===== src/rtl/gsqrt_ctrl_pkg.sv =====
// Shared types and constants for the gain-based unary square-root job controller:
// FSM state encoding and the maximal-length Fibonacci LFSR tap table.
package gsqrt_ctrl_pkg;

  typedef enum logic [2:0] {
    IDLE,
    CLEAR,
    WARM,
    RUN,
    DONE
  } state_t;

  // Bit i set means register bit i feeds the XOR; polynomials are primitive for widths 3..16.
  function automatic logic [15:0] lfsr_taps(input int width);
    logic [15:0] taps;
    case (width)
      3:       taps = 16'h0006;
      4:       taps = 16'h000C;
      5:       taps = 16'h0014;
      6:       taps = 16'h0030;
      7:       taps = 16'h0060;
      8:       taps = 16'h00B8;
      9:       taps = 16'h0110;
      10:      taps = 16'h0240;
      11:      taps = 16'h0500;
      12:      taps = 16'h0829;
      13:      taps = 16'h100D;
      14:      taps = 16'h2015;
      15:      taps = 16'h6000;
      16:      taps = 16'hD008;
      default: taps = 16'h0000;
    endcase
    return taps;
  endfunction

endpackage


===== src/rtl/gsqrt_job_ctrl_lfsr.sv =====
// Maximal-length Fibonacci LFSR, shifting left with the feedback bit entering the LSB.
// Reset and load both return it to SEED; otherwise it steps only when enabled.
module lfsr_fib
  import gsqrt_ctrl_pkg::*;
#(
  parameter int           W    = 8,
  parameter logic [W-1:0] SEED = 1
) (
  input  logic         clk,
  input  logic         rst,
  input  logic         en,
  input  logic         load,
  output logic [W-1:0] q
);

  localparam logic [15:0]  TAP_ALL = lfsr_taps(W);
  localparam logic [W-1:0] TAPS    = TAP_ALL[W-1:0];

  // NOTE: sequential state is written with non-blocking assignments only.
  always_ff @(posedge clk) begin
    if (rst || load) begin
      q <= SEED;
    end else if (en) begin
      q <= {q[W-2:0], ^(q & TAPS)};
    end
  end

endmodule


===== src/rtl/gsqrt_job_ctrl.sv =====
// Job sequencer for a gain-based unary square-root datapath: clears it, streams a
// unary-encoded operand, skips a warm-up window and counts output ones over len cycles.
module gsqrt_job_ctrl
  import gsqrt_ctrl_pkg::*;
#(
  parameter int DEP     = 5,
  parameter int IWID    = 8,
  parameter int LEN_W   = 16,
  parameter int WARM_W  = 8,
  parameter int SEED_IN = 1,
  parameter int SEED_DP = 1
) (
  input  logic              clk,
  input  logic              rst,
  input  logic              start_valid,
  output logic              start_ready,
  input  logic [IWID-1:0]   operand,
  input  logic [LEN_W-1:0]  len,
  input  logic [WARM_W-1:0] warm,
  output logic              dp_rst_n,
  output logic              dp_in,
  output logic [DEP-1:0]    dp_rand,
  input  logic              dp_out,
  output logic              result_valid,
  input  logic              result_ready,
  output logic [LEN_W-1:0]  result,
  output logic              busy
);

  if (SEED_IN == 0) begin : g_bad_seed_in
    $error("gsqrt_job_ctrl: SEED_IN must be nonzero");
  end
  if (SEED_DP == 0) begin : g_bad_seed_dp
    $error("gsqrt_job_ctrl: SEED_DP must be nonzero");
  end

  state_t             state;
  logic [IWID-1:0]    operand_q;
  logic [WARM_W-1:0]  warm_cnt;
  logic [LEN_W-1:0]   len_cnt;
  logic [LEN_W-1:0]   ones_cnt;
  logic [IWID-1:0]    lfsr_in;
  logic               accept;
  logic               active;
  logic [WARM_W-1:0]  warm_dec;
  logic [LEN_W-1:0]   len_dec;
  logic [LEN_W-1:0]   ones_nxt;

  assign accept   = start_valid & start_ready;
  assign active   = (state == WARM) || (state == RUN);
  assign warm_dec = warm_cnt - WARM_W'(1);
  assign len_dec  = len_cnt - LEN_W'(1);
  // Count includes this cycle's dp_out so the final RUN sample lands in result.
  assign ones_nxt = ones_cnt + LEN_W'((state == RUN) && dp_out);

  assign dp_in = active && (operand_q >= lfsr_in);

  lfsr_fib #(.W(IWID), .SEED(IWID'(SEED_IN))) u_lfsr_in (
    .clk  (clk),
    .rst  (rst),
    .en   (active),
    .load (accept),
    .q    (lfsr_in)
  );

  lfsr_fib #(.W(DEP), .SEED(DEP'(SEED_DP))) u_lfsr_dp (
    .clk  (clk),
    .rst  (rst),
    .en   (active),
    .load (accept),
    .q    (dp_rand)
  );

  always_ff @(posedge clk) begin
    if (rst) begin
      state        <= IDLE;
      start_ready  <= 1'b1;
      busy         <= 1'b0;
      result_valid <= 1'b0;
      result       <= '0;
      dp_rst_n     <= 1'b0;
      operand_q    <= '0;
      warm_cnt     <= '0;
      len_cnt      <= '0;
      ones_cnt     <= '0;
    end else begin
      // The only way into CLEAR is an accept, so this tracks next_state == CLEAR.
      dp_rst_n <= ~accept;
      case (state)
        IDLE: begin
          if (accept) begin
            operand_q   <= operand;
            warm_cnt    <= warm;
            len_cnt     <= len;
            ones_cnt    <= '0;
            state       <= CLEAR;
            start_ready <= 1'b0;
            busy        <= 1'b1;
          end
        end
        CLEAR: begin
          if (warm_cnt != '0) begin
            state <= WARM;
          end else if (len_cnt != '0) begin
            state <= RUN;
          end else begin
            state        <= DONE;
            result_valid <= 1'b1;
            result       <= ones_cnt;
          end
        end
        WARM: begin
          warm_cnt <= warm_dec;
          if (warm_dec == '0) begin
            if (len_cnt != '0) begin
              state <= RUN;
            end else begin
              state        <= DONE;
              result_valid <= 1'b1;
              result       <= ones_cnt;
            end
          end
        end
        RUN: begin
          len_cnt  <= len_dec;
          ones_cnt <= ones_nxt;
          if (len_dec == '0) begin
            state        <= DONE;
            result_valid <= 1'b1;
            result       <= ones_nxt;
          end
        end
        DONE: begin
          if (result_ready) begin
            state        <= IDLE;
            result_valid <= 1'b0;
            start_ready  <= 1'b1;
            busy         <= 1'b0;
          end
        end
        default: state <= IDLE;
      endcase
    end
  end

endmodule


===== config.mk =====
export PLATFORM = sky130hd
export DESIGN_NAME = gsqrt_job_ctrl
export DESIGN_NICKNAME = d
export VERILOG_FILES = /design/src/rtl/gsqrt_ctrl_pkg.sv /design/src/rtl/gsqrt_job_ctrl_lfsr.sv /design/src/rtl/gsqrt_job_ctrl.sv
export SDC_FILE = /design/constraint.sdc
export NUM_CORES = 1
export LEC_CHECK = 0
export ABC_AREA = 1
export BUFFER_PORTS_ARGS = -buffer_cell sky130_fd_sc_hd__buf_2
export CORE_ASPECT_RATIO = 1.25
export CORE_MARGIN = 2
export CORE_UTILIZATION = 45
export CTS_CLUSTER_SIZE = 16
export DETAILED_ROUTE_END_ITERATION = 8
export PLACE_DENSITY = 0.69
export REMOVE_ABC_BUFFERS = 1
export SYNTH_ARGS = -nofsm -noshare
export SYNTH_HDL_FRONTEND = slang
export SYNTH_SLANG_ARGS = --single-unit

===== constraint.sdc =====
create_clock -name clk -period 5.2 [get_ports clk]
set_input_delay 0.26 -clock clk [delete_from_list [all_inputs] [get_ports clk]]
set_output_delay 0.26 -clock clk [all_outputs]
set_load 0.05 [all_outputs]

### Yosys cells after proc, flatten, opt, wreduce, memory -nomap -nowiden

Index checks and enable logic that the tools add are counted.
W data, S select, Z words.

* ROM bits: 0
* bits in registers: 84
* bits in writable memories: 0
* memories: 0
* input bits: 37
* word-level logic and storage cells: 79
* output and inout port bits: 26
* bits in latches: 0

* bitwise gates (word level): 2
* magnitude comparators: 1
* eq/ne operators: 9
* multiply operators: 0
* divide/modulo/power cells: 0
* mux-type cells: 29
* $add $sub $neg: 3
* shifts and indexed selects: 0
* reduce and logical (&&, ||, !) cells: 23

Operators by type and width (number)
* $mux W16: 6
* $pmux W16 S2: 2
* $pmux W16 S3: 1
* $mux W3: 6
* $add A16 B1 Y16: 1
* $logic_not A16 Y1: 1
* $pmux W8 S2: 1
* $reduce_bool A16 Y1: 1
* $sub A16 B1 Y16 const B: 1
* $pmux W3 S5: 1
* $ge A8 B8 Y1: 1
* $logic_not A8 Y1: 1
* $mux W1: 8
* $mux W8: 1
* $reduce_and A4 Y1: 2
* $reduce_bool A8 Y1: 1
* $reduce_xor A8 Y1: 1
* $sub A8 B1 Y8 const B: 1
* $eq A3 B2 Y1 const B: 2
* $ne A2 B2 Y1 const B: 3
* $reduce_and A2 Y1: 3
* $reduce_bool A2 Y1: 3
* $reduce_and A5 Y1: 1
* $reduce_xor A5 Y1: 1
* 13 further kinds: 17

### Depth between registers and ports, before layout

* word-level depth: 5
* mapped depth: 20
* depth with buffers taken out: 19

### By module

Synthesis repeated with hierarchy kept, for this count alone.

* cell total of the unflattened synthesis: 747
* area total of the unflattened synthesis: 4822.1 um^2

Modules (own cells, without submodules)
* gsqrt_job_ctrl: sequential area each 1421.4 um^2, area an instance 4236.6 um^2, cells an instance 667, times used 1
* lfsr_fib (u_lfsr_in): sequential area each 160.2 um^2, area an instance 382.9 um^2, cells an instance 49, times used 1
* lfsr_fib (u_lfsr_dp): sequential area each 100.1 um^2, area an instance 202.7 um^2, cells an instance 31, times used 1

### Least setup slack after synthesis

No wires, ideal clock.

* kind: register to register
* from: reg state[2]
* to: reg result[14]
* cell stages (with the launch flop): 20
* data arrival time: 2.594 ns
* buffers on the path: 1
* path slack: 2.494 ns
* data required time: 5.088 ns
* cell sequence: dfxtp_1 > inv_1 > nand2_1 > nor2_1 > inv_1 > clkbuf_1 > nor2_1 > ha_1 > ha_1 > nand3_1 > inv_1 > nand2_1 > nor2_1 > nand4_1 > nor2_1 > nand3_1 > nand3_1 > o21ai_0 > nor2_2 > nor2_1

* word-level cells in the longest chain between the ends: 5

RTL lines
* start: declaration: line gsqrt_job_ctrl.sv:37 `state_t state;`
* start signal: assignment: line gsqrt_job_ctrl.sv:76 `state <= IDLE;`
* start signal: assignment: line gsqrt_job_ctrl.sv:96 `state <= CLEAR;`
* start signal: assignment: line gsqrt_job_ctrl.sv:103 `state <= WARM;`
* $eq A3 B2 Y1: line gsqrt_job_ctrl.sv:54, gsqrt_job_ctrl.sv:89
* $logic_and A1 B1 Y1: line gsqrt_job_ctrl.sv:54 `assign ones_nxt = ones_cnt + LEN_W'((state == RUN) && dp_out);`
* $add A16 B1 Y16: line gsqrt_job_ctrl.sv:54
* $mux W16: line gsqrt_job_ctrl.sv:127 `if (len_dec == '0) begin`
* $pmux W16 S3: line gsqrt_job_ctrl.sv:89 `case (state)`
* end signal: assignment: line gsqrt_job_ctrl.sv:109 `result <= ones_cnt;`
* end signal: assignment: line gsqrt_job_ctrl.sv:120 `result <= ones_cnt;`
* end signal: assignment: line gsqrt_job_ctrl.sv:130 `result <= ones_nxt;`
* end: declaration: line gsqrt_job_ctrl.sv:26 `output logic [LEN_W-1:0] result,`

Several ways; a longest one is shown, not always the timed one. The select of a mux whose other input is x is not followed.
A chain may end at the register's enable or synchronous reset.

### Worst setup path in the final report

* from: reg state[2]
* to: reg result[11]

Same word-level chain as after synthesis.

==> metrics.md <==
| Metric | Value |
|---|---|
| Run status | complete, no violations |
| Reported net switching power | about 0.0014 W |
| Drt pass-1 iters | 5 |
| Unrepaired setup endpoints after global routing | no |
| Power density normalized to cell area | 560 mW/mm^2 |
| Layout overhead on the synthesized area | 15.2% |
| Post-Place Setup Slack | 2260 ps |
| Initial antenna violation count | 0 |
| Transition time at the pin with the least slew margin | 889 ps |
| Number of synthesized register bits | 84 |
| Hold-fix buffer count after cts | 0 |
| Clock insertion delay at the later pin of the skew report | 340 ps |
| CP Max Fanout | 31 |
| Final setup viols | 0 |
| Die Outline Area | 0.0112 sq mm |
| Arrival time reported for the critical path endpoint | approximately 3200 ps |
| Count of max-cap constraint violations | 0 |
| Critical Path Source Type | flip-flop |
| Switching Share | 45.2% |
| Commonest cells in the netlist | 165 x sky130_fd_sc_hd__nand2_1, 112 x sky130_fd_sc_hd__inv_1, 95 x sky130_fd_sc_hd__nor2_1 |
| Count of pins over their slew limit | 0 |
| Post-route worst setup slack | between 2000 and 2500 ps |
| Hold Vio Cnt, Final | 0 |
| Warnings from Yosys | 0 |
| Async SR Flop Fraction | 0% |
| Number of DRC markers in iteration 0 | between 200 and 250 |
| Antenna-violating nets left | 0 |
| Die width | 95.2 um |
| Crit Path Class | reg2reg |
| Cell depth of the worst hold path | 3 |
| Part of the total power dissipated in the clock network | between 20% and 30% |
| Hold worst-path end | operand_q[6]$_SDFFE_PP0P_ |
| Number of ports placed on the die boundary | 63 |
| Highest attainable clock frequency | 337 MHz |
| Pin count of the biggest net entering global routing | 32 |
| Beginning of the worst hold path | operand[6] |
| Number of cells upsized or downsized after cts | 0 |
| CTS tree | yes |
| Worst Clk Skew | about 8.1 ps |
| Cell types occupying the most area after synthesis | sky130_fd_sc_hd__dfxtp_1 36%, sky130_fd_sc_hd__nand2_1 13%, sky130_fd_sc_hd__inv_1 9.0% |
| Vias in the first global route | 4,299 |
| Reg-to-reg startpoint | state[2]$_SDFFE_PP0P_ |
| Final weighted congestion of routability-driven global placement | 0.872 |
| Count of cells along the worst register-to-register path | 18 |
| Remaining global-route overflow | 0 |
| R2R setup slack | 2230 ps |
| Most repeated cell in the gate-level netlist after synthesis | sky130_fd_sc_hd__nand2_1 |
| Critical path capture point type | flip-flop |
| Sequential cell area fraction in the yosys report | 35.9% |
| Vias per cell | 5.06 |
| Max-Slew Margin vs Limit | 40.7% |
| Max rail drop VDD | 232 uV |
| Fraction of layout instances using a drive strength above 1 | 15.0% |
| Routed length per placed instance | roughly 12 um |
| Crit share post-route | 57.1% |
| Number of clock buffers inserted by TritonCTS | 9 |
| First-pass GRT wire length | between 15 and 20 mm |
| Cell area after technology mapping | 0.00468 sq mm |
| Mean post-synth cell area | 6.49 sq um |
| DRC violation count after routing | 0 |
| Register clock-pin slew on the reported worst setup and hold paths | 70 ps |
| Critical Path RT | ~5400 ps |
| Top-area cell type share of the netlist area | 35.9% |
| Worst hold path class | in2reg |
| Effective utilization at floorplan | 46.3% |
| Detailed Place HPWL | roughly 8 mm |
| Leading register cell type out of synthesis | sky130_fd_sc_hd__dfxtp_1 |
| Clock buffer depth | 2 |
| Pint | 0.00165 W |
| Std-Cell Rows | 41 |
| Root buf cell | sky130_fd_sc_hd__clkbuf_16 |
| Port-buffer cells | 62 |
| All-layer global routing usage | 20.9% |
| Vertical extent of the die | 118 um |
| Antenna cell count | 0 |
| Core Box Area | approximately 0.01 sq mm |
| Vias after detailed routing | 4,591 |
| Critical register-to-register path endpoint | result[11]$_SDFFE_PP0P_ |
| Clock Sink Count | 84 |
| Number of unique standard cell types used by synthesis | 37 |
| Clock period minus worst slack | 2970 ps |
| Library cell occupying the most area in the post-synthesis netlist | sky130_fd_sc_hd__dfxtp_1 |
| Number of flops mapped to enable cells by yosys | 0 |
| Cells after synthesis | about 720 |
| Final sum of negative setup slack | 0 ps |
| Depth of the CTS H-tree | 3 |
| Aggregate routed wire length | 11.1 mm |
| Fin nets | 826 |
| Number of setup buffers added after CTS | 0 |
| Fraction of power consumed by combinational cells | 47.2% |
| Leakage component of the power | 2.64 nW |
| Sequential cell fraction of total power | 30.2% |
[cell families (layout without fill, tap and decap cells)]
group           Yosys count  after routing  synth area share [%]
fa+ha+maj                15             15                  4.01
flops                    84             84                  35.9
simple gates            346            346                  31.8
xor+xnor                  7              7                  1.31
compound gates          128            128                  15.2
buf+inv                 141            199                  11.7
[sequential cells by signal (all words and copies together) (netlist names)]
name	flops
start_ready	1
u_lfsr_in.q	8
state	3
ones_cnt	16
u_lfsr_dp.q	5
operand_q	8
result	16
dp_rst_n	1
warm_cnt	8
len_cnt	16
busy	1
result_valid	1
[critical path, stage by stage, from the launching register on]
cell and delay, ps:
sky130_fd_sc_hd__dfxtp_1 340, sky130_fd_sc_hd__inv_1 80, sky130_fd_sc_hd__nand2_1 90, sky130_fd_sc_hd__nor2_2 90, sky130_fd_sc_hd__buf_4 320, sky130_fd_sc_hd__inv_1 100, sky130_fd_sc_hd__nor2_1 100, sky130_fd_sc_hd__ha_1 200
sky130_fd_sc_hd__nand2_1 80, sky130_fd_sc_hd__nor2_1 140, sky130_fd_sc_hd__nand2_1 90, sky130_fd_sc_hd__nor2_1 150, sky130_fd_sc_hd__nand3_1 110, sky130_fd_sc_hd__nor2_1 290, sky130_fd_sc_hd__nand2_1 110, sky130_fd_sc_hd__o21ai_0 220
sky130_fd_sc_hd__o21ai_0 160, sky130_fd_sc_hd__nor2_2 120, sky130_fd_sc_hd__nor2_1 60
[worst max-delay path by stage]
stage                          startpoint                       to  slack, ps
detailed placement  state[2]$_SDFFE_PP0P_  result[14]$_SDFFE_PP0P_       2260
CTS                 state[2]$_SDFFE_PP0P_  result[11]$_SDFFE_PP0P_       2240
floorplan           state[2]$_SDFFE_PP0P_  result[14]$_SDFFE_PP0P_       1380
global route        state[2]$_SDFFE_PP0P_  result[14]$_SDFFE_PP0P_       1880
global placement    state[2]$_SDFFE_PP0P_  result[11]$_SDFFE_PP0P_       2350
finish              state[2]$_SDFFE_PP0P_  result[11]$_SDFFE_PP0P_       2230
[power by group through the flow]
stage | registers (W) | clock network, W | logic, W
6_report | 0.000911 | 0.000683 | 0.00142
5_1_grt | 0.000932 | 0.000724 | 0.00162
4_1_cts | 0.000910 | 0.000701 | 0.00143
3_5_place_dp | 0.000922 | 0 | 0.00142
3_3_place_gp | 0.000918 | 0 | 0.00140
2_1_floorplan | 0.00104 | 0 | 0.000969
[cells in the final DEF (no fill, tap or decap), types with 3 or more instances in the layout]
master                      netlist  final
sky130_fd_sc_hd__nor2_2          18     19
sky130_fd_sc_hd__inv_2            4      4
sky130_fd_sc_hd__a21oi_1         49     49
sky130_fd_sc_hd__a221oi_1         3      3
sky130_fd_sc_hd__o2111ai_1        5      5
sky130_fd_sc_hd__clkinv_2         0      3
sky130_fd_sc_hd__a31oi_1          5      5
sky130_fd_sc_hd__buf_2            2     62
sky130_fd_sc_hd__ha_1            15     15
sky130_fd_sc_hd__nor3_1           6      6
sky130_fd_sc_hd__xor2_1           6      6
sky130_fd_sc_hd__nand2_1        165    165
sky130_fd_sc_hd__nand4_1         11     11
sky130_fd_sc_hd__nand3_2          3      3
sky130_fd_sc_hd__dfxtp_1         84     84
sky130_fd_sc_hd__nand3_1         37     37
sky130_fd_sc_hd__o21ai_0         53     53
sky130_fd_sc_hd__inv_1          112    112
sky130_fd_sc_hd__o221ai_1         5      5
sky130_fd_sc_hd__nor2_1          95     94
sky130_fd_sc_hd__buf_4            0      4
sky130_fd_sc_hd__nand2_2          3      3
sky130_fd_sc_hd__clkbuf_16        0      9
[metal layers]
| layer | share of wire, % | routed length [um] | global-route usage (%) |
|---|---|---|---|
| met4 | 1.2 | 135 | 6.25 |
| met1 | 43 | 4800 | 25.3 |
| met5 | 0 | 0 | 0 |
| met3 | 4.4 | 482 | 3.46 |
| met2 | 51 | 5640 | 36.9 |
[layout make-up]
cell class | instances | area (sq um)
well taps | 129 | 161
clock inverters | 7 | 91.3
inverters | 117 | 439
multi-input cells | 496 | 2450
repair buffers | 66 | 340
fillers | 1009 | 4710
flip-flops and latches | 84 | 1680
clock buffers | 9 | 225
[metrics by stage]
stage	cell area [sq um]	hold WS [ps]	instances	utilization, %	total power [W]
after detailed placement	5080	456	892	50.2	0.00234
final	5390	149	908	53.4	0.00302
after CTS	5390	138	908	53.4	0.00304
after global placement	5080	443	892	50.2	0.00231
after floorplan	4570	329	697	-	0.00201
after global routing	5390	151	908	53.4	0.00328
(Power assumes the default switching activity.)
